--- config.mk ---
export PLATFORM = sky130hd
export DESIGN_NAME = mips_mc_ctrl_fsm_flat
export DESIGN_NICKNAME = d
export VERILOG_FILES = /design/src/rtl/mips_mc_ctrl_fsm_if.sv /design/src/rtl/mips_mc_ctrl_fsm.sv /design/src/flat_wrapper.sv
export SDC_FILE = /design/constraint.sdc
export NUM_CORES = 1
export LEC_CHECK = 0
export ABC_AREA = 1
export CAP_MARGIN = 25
export CORE_ASPECT_RATIO = 0.9
export CORE_UTILIZATION = 35
export CTS_BUF_LIST = sky130_fd_sc_hd__clkbuf_16
export CTS_CLUSTER_DIAMETER = 80
export DETAILED_ROUTE_END_ITERATION = 12
export GPL_ROUTABILITY_DRIVEN = 0
export PLACE_DENSITY_LB_ADDON = 0.1
export SETUP_SLACK_MARGIN = 0.5
export SYNTH_ARGS = -nofsm -noshare
export SYNTH_HDL_FRONTEND = slang
export SYNTH_SLANG_ARGS = --single-unit
--- constraint.sdc ---
create_clock -name clk -period 2.95 [get_ports clk]
set_clock_uncertainty 0.05 [all_clocks]
set_input_delay 0.59 -clock clk [delete_from_list [all_inputs] [get_ports clk]]
set_output_delay 0.59 -clock clk [all_outputs]
set_load 0.005 [all_outputs]
--- src/rtl/mips_mc_ctrl_fsm_if.sv ---
// Control/status bundle between the multi-cycle MIPS control FSM and its datapath.
// The FSM uses the slave view; the datapath (or a bench) uses the master view.
interface mips_mc_ctrl_fsm_if #(
  parameter int OP_W    = 6,
  parameter int STATE_W = 4
);
  logic [OP_W-1:0]    opcode;
  logic               zero;
  logic               mem_ready;
  logic               ir_write;
  logic               pc_en;
  logic               reg_write;
  logic               mem_write;
  logic               mem_read;
  logic               iord;
  logic               mem_to_reg;
  logic               reg_dst;
  logic               alu_src_a;
  logic [1:0]         alu_src_b;
  logic [1:0]         alu_op;
  logic [1:0]         pc_src;
  logic               illegal_op;
  logic [STATE_W-1:0] state_dbg;

  modport master (
    output opcode, zero, mem_ready,
    input  ir_write, pc_en, reg_write, mem_write, mem_read, iord, mem_to_reg,
           reg_dst, alu_src_a, alu_src_b, alu_op, pc_src, illegal_op, state_dbg
  );

  modport slave (
    input  opcode, zero, mem_ready,
    output ir_write, pc_en, reg_write, mem_write, mem_read, iord, mem_to_reg,
           reg_dst, alu_src_a, alu_src_b, alu_op, pc_src, illegal_op, state_dbg
  );
endinterface

--- src/rtl/mips_mc_ctrl_fsm.sv ---
// Main control FSM of the multi-cycle MIPS core: sequences fetch/decode/execute/
// write-back and drives datapath enables and mux selects from the current state.
module mips_mc_ctrl_fsm #(
  parameter int OP_W    = 6,
  parameter int STATE_W = 4
) (
  input  logic              clk,
  input  logic              rst,
  mips_mc_ctrl_fsm_if.slave bus
);
  typedef enum logic [3:0] {
    FETCH   = 4'd0,
    DECODE  = 4'd1,
    MEMADR  = 4'd2,
    MEMRD   = 4'd3,
    MEMWB   = 4'd4,
    MEMWR   = 4'd5,
    RTYPEEX = 4'd6,
    ALUWB   = 4'd7,
    BEQEX   = 4'd8,
    ADDIEX  = 4'd9,
    ADDIWB  = 4'd10,
    JEX     = 4'd11
  } state_t;

  typedef struct packed {
    logic       fetch;
    logic       pc_write;
    logic       branch;
    logic       reg_write;
    logic       mem_write;
    logic       mem_read;
    logic       iord;
    logic       mem_to_reg;
    logic       reg_dst;
    logic       alu_src_a;
    logic [1:0] alu_src_b;
    logic [1:0] alu_op;
    logic [1:0] pc_src;
  } ctl_t;

  localparam logic [OP_W-1:0] OP_RTYPE = OP_W'(6'b000000);
  localparam logic [OP_W-1:0] OP_J     = OP_W'(6'b000010);
  localparam logic [OP_W-1:0] OP_BEQ   = OP_W'(6'b000100);
  localparam logic [OP_W-1:0] OP_ADDI  = OP_W'(6'b001000);
  localparam logic [OP_W-1:0] OP_LW    = OP_W'(6'b100011);
  localparam logic [OP_W-1:0] OP_SW    = OP_W'(6'b101011);

  state_t r_state;
  state_t w_state_next;
  logic   w_illegal_next;
  logic   r_illegal;
  ctl_t   r_ctl;
  logic   w_run;

  // Moore control word for a state; unreachable encodings decode to all-zero.
  function automatic ctl_t ctl_decode(input state_t st);
    ctl_t c;
    c = '0;
    case (st)
      FETCH:   begin c.fetch = 1'b1; c.pc_write = 1'b1; c.mem_read = 1'b1; c.alu_src_b = 2'b01; end
      DECODE:  c.alu_src_b = 2'b11;
      MEMADR:  begin c.alu_src_a = 1'b1; c.alu_src_b = 2'b10; end
      MEMRD:   begin c.mem_read = 1'b1; c.iord = 1'b1; end
      MEMWB:   begin c.reg_write = 1'b1; c.mem_to_reg = 1'b1; end
      MEMWR:   begin c.mem_write = 1'b1; c.iord = 1'b1; end
      RTYPEEX: begin c.alu_src_a = 1'b1; c.alu_op = 2'b10; end
      ALUWB:   begin c.reg_write = 1'b1; c.reg_dst = 1'b1; end
      BEQEX:   begin c.alu_src_a = 1'b1; c.alu_op = 2'b01; c.pc_src = 2'b01; c.branch = 1'b1; end
      ADDIEX:  begin c.alu_src_a = 1'b1; c.alu_src_b = 2'b10; end
      ADDIWB:  c.reg_write = 1'b1;
      JEX:     begin c.pc_src = 2'b10; c.pc_write = 1'b1; end
      default: c = '0;
    endcase
    return c;
  endfunction

  always_comb begin
    w_state_next   = r_state;
    w_illegal_next = 1'b0;
    case (r_state)
      FETCH:   if (bus.mem_ready) w_state_next = DECODE;
      DECODE: begin
        case (bus.opcode)
          OP_LW, OP_SW: w_state_next = MEMADR;
          OP_RTYPE:     w_state_next = RTYPEEX;
          OP_BEQ:       w_state_next = BEQEX;
          OP_ADDI:      w_state_next = ADDIEX;
          OP_J:         w_state_next = JEX;
          default: begin
            w_state_next   = FETCH;
            w_illegal_next = 1'b1;
          end
        endcase
      end
      MEMADR:  w_state_next = (bus.opcode == OP_SW) ? MEMWR : MEMRD;
      MEMRD:   if (bus.mem_ready) w_state_next = MEMWB;
      MEMWR:   if (bus.mem_ready) w_state_next = FETCH;
      RTYPEEX: w_state_next = ALUWB;
      ADDIEX:  w_state_next = ADDIWB;
      default: w_state_next = FETCH;
    endcase
  end

  // The control word is registered from the next state so it lines up with r_state.
  always_ff @(posedge clk) begin
    if (rst) begin
      r_state   <= FETCH;
      r_illegal <= 1'b0;
      r_ctl     <= ctl_decode(FETCH);
    end else begin
      r_state   <= w_state_next;
      r_illegal <= w_illegal_next;
      r_ctl     <= ctl_decode(w_state_next);
    end
  end

  assign w_run = ~rst;

  // FETCH only commits IR/PC on the cycle memory actually returns the word.
  assign bus.ir_write   = w_run & r_ctl.fetch & bus.mem_ready;
  assign bus.pc_en      = w_run & ((r_ctl.pc_write & (~r_ctl.fetch | bus.mem_ready))
                                   | (r_ctl.branch & bus.zero));
  assign bus.reg_write  = w_run & r_ctl.reg_write;
  assign bus.mem_write  = w_run & r_ctl.mem_write;
  assign bus.mem_read   = w_run & r_ctl.mem_read;
  assign bus.iord       = w_run & r_ctl.iord;
  assign bus.mem_to_reg = w_run & r_ctl.mem_to_reg;
  assign bus.reg_dst    = w_run & r_ctl.reg_dst;
  assign bus.alu_src_a  = w_run & r_ctl.alu_src_a;
  assign bus.alu_src_b  = {2{w_run}} & r_ctl.alu_src_b;
  assign bus.alu_op     = {2{w_run}} & r_ctl.alu_op;
  assign bus.pc_src     = {2{w_run}} & r_ctl.pc_src;
  assign bus.illegal_op = r_illegal;
  assign bus.state_dbg  = STATE_W'(r_state);
endmodule

--- src/flat_wrapper.sv ---
// flat-port wrapper written by rule: the top's interface ports become plain ports
module mips_mc_ctrl_fsm_flat 
#(
  parameter int OP_W    = 6,
  parameter int STATE_W = 4
)
  (clk, rst, bus_opcode, bus_zero, bus_mem_ready, bus_ir_write, bus_pc_en, bus_reg_write, bus_mem_write, bus_mem_read, bus_iord, bus_mem_to_reg, bus_reg_dst, bus_alu_src_a, bus_alu_src_b, bus_alu_op, bus_pc_src, bus_illegal_op, bus_state_dbg);
  mips_mc_ctrl_fsm_if #(.OP_W(OP_W), .STATE_W(STATE_W)) bus_i ();
  input  logic clk;
  input  logic rst;
  input wire logic [$bits(bus_i.opcode)-1:0] bus_opcode;
  input wire logic [$bits(bus_i.zero)-1:0] bus_zero;
  input wire logic [$bits(bus_i.mem_ready)-1:0] bus_mem_ready;
  output wire logic [$bits(bus_i.ir_write)-1:0] bus_ir_write;
  output wire logic [$bits(bus_i.pc_en)-1:0] bus_pc_en;
  output wire logic [$bits(bus_i.reg_write)-1:0] bus_reg_write;
  output wire logic [$bits(bus_i.mem_write)-1:0] bus_mem_write;
  output wire logic [$bits(bus_i.mem_read)-1:0] bus_mem_read;
  output wire logic [$bits(bus_i.iord)-1:0] bus_iord;
  output wire logic [$bits(bus_i.mem_to_reg)-1:0] bus_mem_to_reg;
  output wire logic [$bits(bus_i.reg_dst)-1:0] bus_reg_dst;
  output wire logic [$bits(bus_i.alu_src_a)-1:0] bus_alu_src_a;
  output wire logic [$bits(bus_i.alu_src_b)-1:0] bus_alu_src_b;
  output wire logic [$bits(bus_i.alu_op)-1:0] bus_alu_op;
  output wire logic [$bits(bus_i.pc_src)-1:0] bus_pc_src;
  output wire logic [$bits(bus_i.illegal_op)-1:0] bus_illegal_op;
  output wire logic [$bits(bus_i.state_dbg)-1:0] bus_state_dbg;
  assign bus_i.opcode = bus_opcode;
  assign bus_i.zero = bus_zero;
  assign bus_i.mem_ready = bus_mem_ready;
  assign bus_ir_write = bus_i.ir_write;
  assign bus_pc_en = bus_i.pc_en;
  assign bus_reg_write = bus_i.reg_write;
  assign bus_mem_write = bus_i.mem_write;
  assign bus_mem_read = bus_i.mem_read;
  assign bus_iord = bus_i.iord;
  assign bus_mem_to_reg = bus_i.mem_to_reg;
  assign bus_reg_dst = bus_i.reg_dst;
  assign bus_alu_src_a = bus_i.alu_src_a;
  assign bus_alu_src_b = bus_i.alu_src_b;
  assign bus_alu_op = bus_i.alu_op;
  assign bus_pc_src = bus_i.pc_src;
  assign bus_illegal_op = bus_i.illegal_op;
  assign bus_state_dbg = bus_i.state_dbg;
  mips_mc_ctrl_fsm #(.OP_W(OP_W), .STATE_W(STATE_W)) u_core (.clk(clk), .rst(rst), .bus(bus_i));
endmodule
==> results.md <==
Logic synthesis:
- The adder and majority cell fraction of the synthesized area is 0%.
- Synthesis produced a netlist whose cell count is around 160.
- The biggest area contributor in the post-synthesis netlist is sky130_fd_sc_hd__dfxtp_1.
- After synthesis, the netlist uses 18 different library cells.
- The synthesized area is roughly 990 um^2.
- Of the total synthesized cell area, the portion taken by AND, OR, NAND and NOR gates is a little over two fifths.
- Summing the areas of all compound-gate instances in the mapped netlist gives 4.67% of the synthesized area.
- Of the post-synthesis cell area, the part taken by muxes is 0%.
- In this run the biggest area consumer among cell types represents around two fifths of the synthesized area.
- After synthesis, flip-flops and latches occupy between 30% and 40% of the total area.
- The number of nets in the synthesized netlist is around 170.
- Synthesis inferred 19 register bits.
- The xor and xnor fraction of the mapped netlist area is 0%.
- The largest family of logic cells by synthesized area is simple AND/OR/NAND/NOR gates.
- In the post-synthesis netlist, the biggest area contributors are sky130_fd_sc_hd__dfxtp_1 38%, sky130_fd_sc_hd__nor2_1 13%, sky130_fd_sc_hd__nand2_1 11%.
- The number of warnings issued by yosys is 0.
- The average cell area after synthesis is around 6.2 um^2.

Worst setup path:
- Traced cell by cell, the critical path runs through dlygate4sd2_1 > nor2_2 > nand2_1 > o21ai_0 > clkdlybuf4s50_1.
- For the worst setup path, the data required time is approximately 2.3 ns.
- The critical path data arrival time is 1.73 ns.
- The cell with the biggest individual delay on the critical path is sky130_fd_sc_hd__clkdlybuf4s50_1.
- The kind of capture point of the worst setup path is a primary output.
- The worst setup path is of the in2out kind.
- The delay contributed by the slowest stage of the critical path is between 0.5 and 0.6 ns.
- The highest net fanout along the worst path is 8.
- The number of buffers and inverters on the critical path is 2.
- Among cell families on the critical path, the largest total delay comes from buffers and inverters.
- The worst setup path is launched from an input port.

STA:
- For the pin with the worst max-slew slack, the measured transition is ~0.31 ns.
- The final worst slack is 0.576 ns.
- Of the available clock period, the critical path in the final layout requires just over 80%.
- The fmax is around 420 MHz.
- The worst pin sits at a relative slew slack of 79.2%.
- The total count of hold-check failures in the final report came to 0.
- Setup repair after global routing left no endpoint under its margin.
- The smallest hold slack is approximately 0.6 ns.
- The number of pins with negative max-slew slack in the final report is 0.
- Setup total negative slack on the finished layout was measured at 0 ns.
- Counting I/O delays and the setup requirement, the final critical path takes approximately 2.4 ns.
- The final setup violation count is 0.

Placed design:
- The minimum setup slack after placement is between 0.2 and 0.3 ns.
- Buffers placed on the I/O ports in this run total 29.
- Once detailed placement completed, the half-perimeter wirelength came to approximately 1700 um.
- Including well taps, the total number of placed cells is 224.

Clocking:
- The cell at the root of the clock tree is sky130_fd_sc_hd__clkbuf_16.
- Counting along the longest clock path gives a buffer depth of 2.
- The TritonCTS clock tree is yes.
- In this run the number of H-tree levels came out at 1.
- Buffers added to address setup during post-CTS repair amount to 0.
- The count of hold buffers inserted by post-cts repair is 0.
- Clock-pin slew was measured on the worst setup and hold paths at approximately 0.05 ns.
- The clock reaches the later pin of the worst-skew pair after around 0.25 ns.
- TritonCTS created 3 clock buffers.
- The number of sinks on the clock net is 19.

Outcome:
- The run finished with clean final reports.

Cells and area:
- The fill cell instance count of the final layout is roughly 280.
- The sequential cell area is between 300 and 400 um^2.
- In the final design database the tool counted about 200 nets.
- Leaving out filler cells and counting taps, the final layout contains between 200 and 250.
- Summing all multi-input logic gate instances after layout gives 479 um^2.
- The proportion of layout cells with a drive suffix above 1 is between 10 and 15%.
- The number of antenna diodes in the final layout is 0.
- Compared with the post-synthesis result, the final layout area differs by 42.6%.

Floorplanning:
- The height of the chip is between 50 and 60 um.
- Pin placement for this block handled 30 I/O pins.
- The initial utilization of the core area, before any placement, comes to between 30% and 40%.
- The area of the core is approximately 2600 um^2.
- The floorplan step set the die width to 58.1 um.
- In this run the core area contains 17 standard-cell rows.
- The total die area is ~3000 um^2.

Route:
- The detailed-route via count is about 1000.
- The post-route DRC violation count is 0.
- The number of optimization iterations in the first detailed-route pass is 4.
- The average vias per placed instance is about 4.4.
- The average routed wire per standard cell is 9.63 um.
- The violation count after the first detailed-routing iteration is 20.
- The remaining antenna violation count after routing is 0.
- For this block, the routed nets add up to ~2200 um of wire.

Global routing:
- The largest net degree at the start of global routing is 16.
- The number of antenna violations at the first check in global routing is 0.
- The via count of the first global-routing pass is a little under 1000.
- Global routing used roughly 16% of the available tracks.
- The overflow left after global routing is 0.
- The global-route wire length before repair is about 3700 um.

Job:
- The tool flagged a number of max-cap violations equal to 0.

Power and ir drop:
- The worst voltage drop across the vdd grid is between 0.0002 and 0.00025 V.
- The total power draw is between 0.6 and 0.7 mW.
- The power per standard cell area is around 430 nW/um^2.
- The analysis attributes to cell leakage a power of 0.685 nW.

Min path:
- The path class of the tightest hold or removal check is reg2reg.
tightest hold or removal path, cell delays in order (launching register included):
cell and delay (ns):
sky130_fd_sc_hd__dfxtp_1 0.34, sky130_fd_sc_hd__inv_1 0.06, sky130_fd_sc_hd__nor2_1 0.06, sky130_fd_sc_hd__nand2_2 0.09, sky130_fd_sc_hd__nor2_1 0.05
area by class of cell:
| class | count | share of cell area [%] |
|---|---|---|
| Timing Repair Buffer | 31 | 21.7 |
| Inverter | 32 | 8.50 |
| Clock inverter | 1 | 0.266 |
| Tap cell | 38 | 3.37 |
| Clock buffer | 3 | 5.31 |
| Sequential cell | 19 | 26.9 |
| Multi-Input combinational cell | 104 | 33.9 |
flip-flops by register name, indices dropped and copies added, names as in the netlist:
register               count
u_core.bus.state_dbg       4
u_core.bus.illegal_op      1
u_core.r_ctl              14
logic make-up (layout without fill, tap and decap cells):
logic type / count (synthesis) / count (layout)
AOI/OAI and AO/OA: 8 / 8
and+or+nand+nor: 96 / 96
DFF: 19 / 19
buffers and inverters: 36 / 67
path summary, 6_finish.rpt:
kind | start | to | slack, ns | cells after the start
setup / recovery | rst | bus_pc_en | 0.58 | 5
hold / removal | u_core.bus.state_dbg[2] | u_core.r_ctl[7] | 0.59 | 4
setup reg to reg | u_core.bus.state_dbg[2] | u_core.r_ctl[6] | 1.41 | 10
hold reg to reg | u_core.bus.state_dbg[2] | u_core.r_ctl[7] | 0.59 | 4
through the flow:
| step | util [%] | instance area [um^2] |
|---|---|---|
| floorplan | - | 991 |
| global placement | 51.5 | 1330 |
| detailed placement | 51.5 | 1330 |
| CTS | 54.7 | 1410 |
| global route | 54.9 | 1410 |
| finish | 54.9 | 1410 |
Yosys cell counts:
| master | number |
|---|---|
| sky130_fd_sc_hd__buf_4 | 1 |
| sky130_fd_sc_hd__a21oi_2 | 1 |
| sky130_fd_sc_hd__nand2_2 | 3 |
| sky130_fd_sc_hd__clkbuf_1 | 3 |
| sky130_fd_sc_hd__nor3_1 | 1 |
| sky130_fd_sc_hd__nand4_1 | 1 |
| sky130_fd_sc_hd__nand2_1 | 30 |
| sky130_fd_sc_hd__dfxtp_1 | 19 |
| sky130_fd_sc_hd__o21ai_0 | 2 |
| sky130_fd_sc_hd__nor2_2 | 9 |
| sky130_fd_sc_hd__o22ai_1 | 1 |
| sky130_fd_sc_hd__nand3_2 | 2 |
| sky130_fd_sc_hd__nor2_1 | 35 |
| sky130_fd_sc_hd__a31oi_1 | 1 |
| sky130_fd_sc_hd__inv_1 | 27 |
| sky130_fd_sc_hd__nand3_1 | 15 |
| sky130_fd_sc_hd__a21oi_1 | 3 |
| sky130_fd_sc_hd__inv_2 | 5 |
per-layer routing:
layer / track usage, % / up-vias / wire, um
li1: - / 539 / -
met3: 4.44 / 4 / 81
met2: 29.5 / 19 / 1050
met1: 17.9 / 433 / 1030
met5: 0 / - / 0
met4: 5.95 / 0 / 26
what timing repair did:
action	4_1_cts	5_1_grt
pin swaps	0	1
endpoints found under the setup margin	15	4
resized for setup	5	1
power by group:
part	total (mW)	switching, mW	internal, mW
registers	0.268	0.00324	0.265
logic	0.0775	0.0405	0.0369
clock network	0.267	0.0870	0.180
cells in the final DEF (no fill, tap or decap), types with 3 or more instances in the layout:
cell type                         netlist  layout
sky130_fd_sc_hd__nor2_1                35      34
sky130_fd_sc_hd__nand2_1               30      30
sky130_fd_sc_hd__inv_1                 27      27
sky130_fd_sc_hd__clkdlybuf4s50_1        0      27
sky130_fd_sc_hd__dfxtp_1               19      19
sky130_fd_sc_hd__nand3_1               15      15
sky130_fd_sc_hd__nor2_2                 9      10
sky130_fd_sc_hd__inv_2                  5       6
sky130_fd_sc_hd__nand2_2                3       3
sky130_fd_sc_hd__a21oi_1                3       3
sky130_fd_sc_hd__clkbuf_16              0       3
Note: power is estimated with default switching activity, not from simulation.
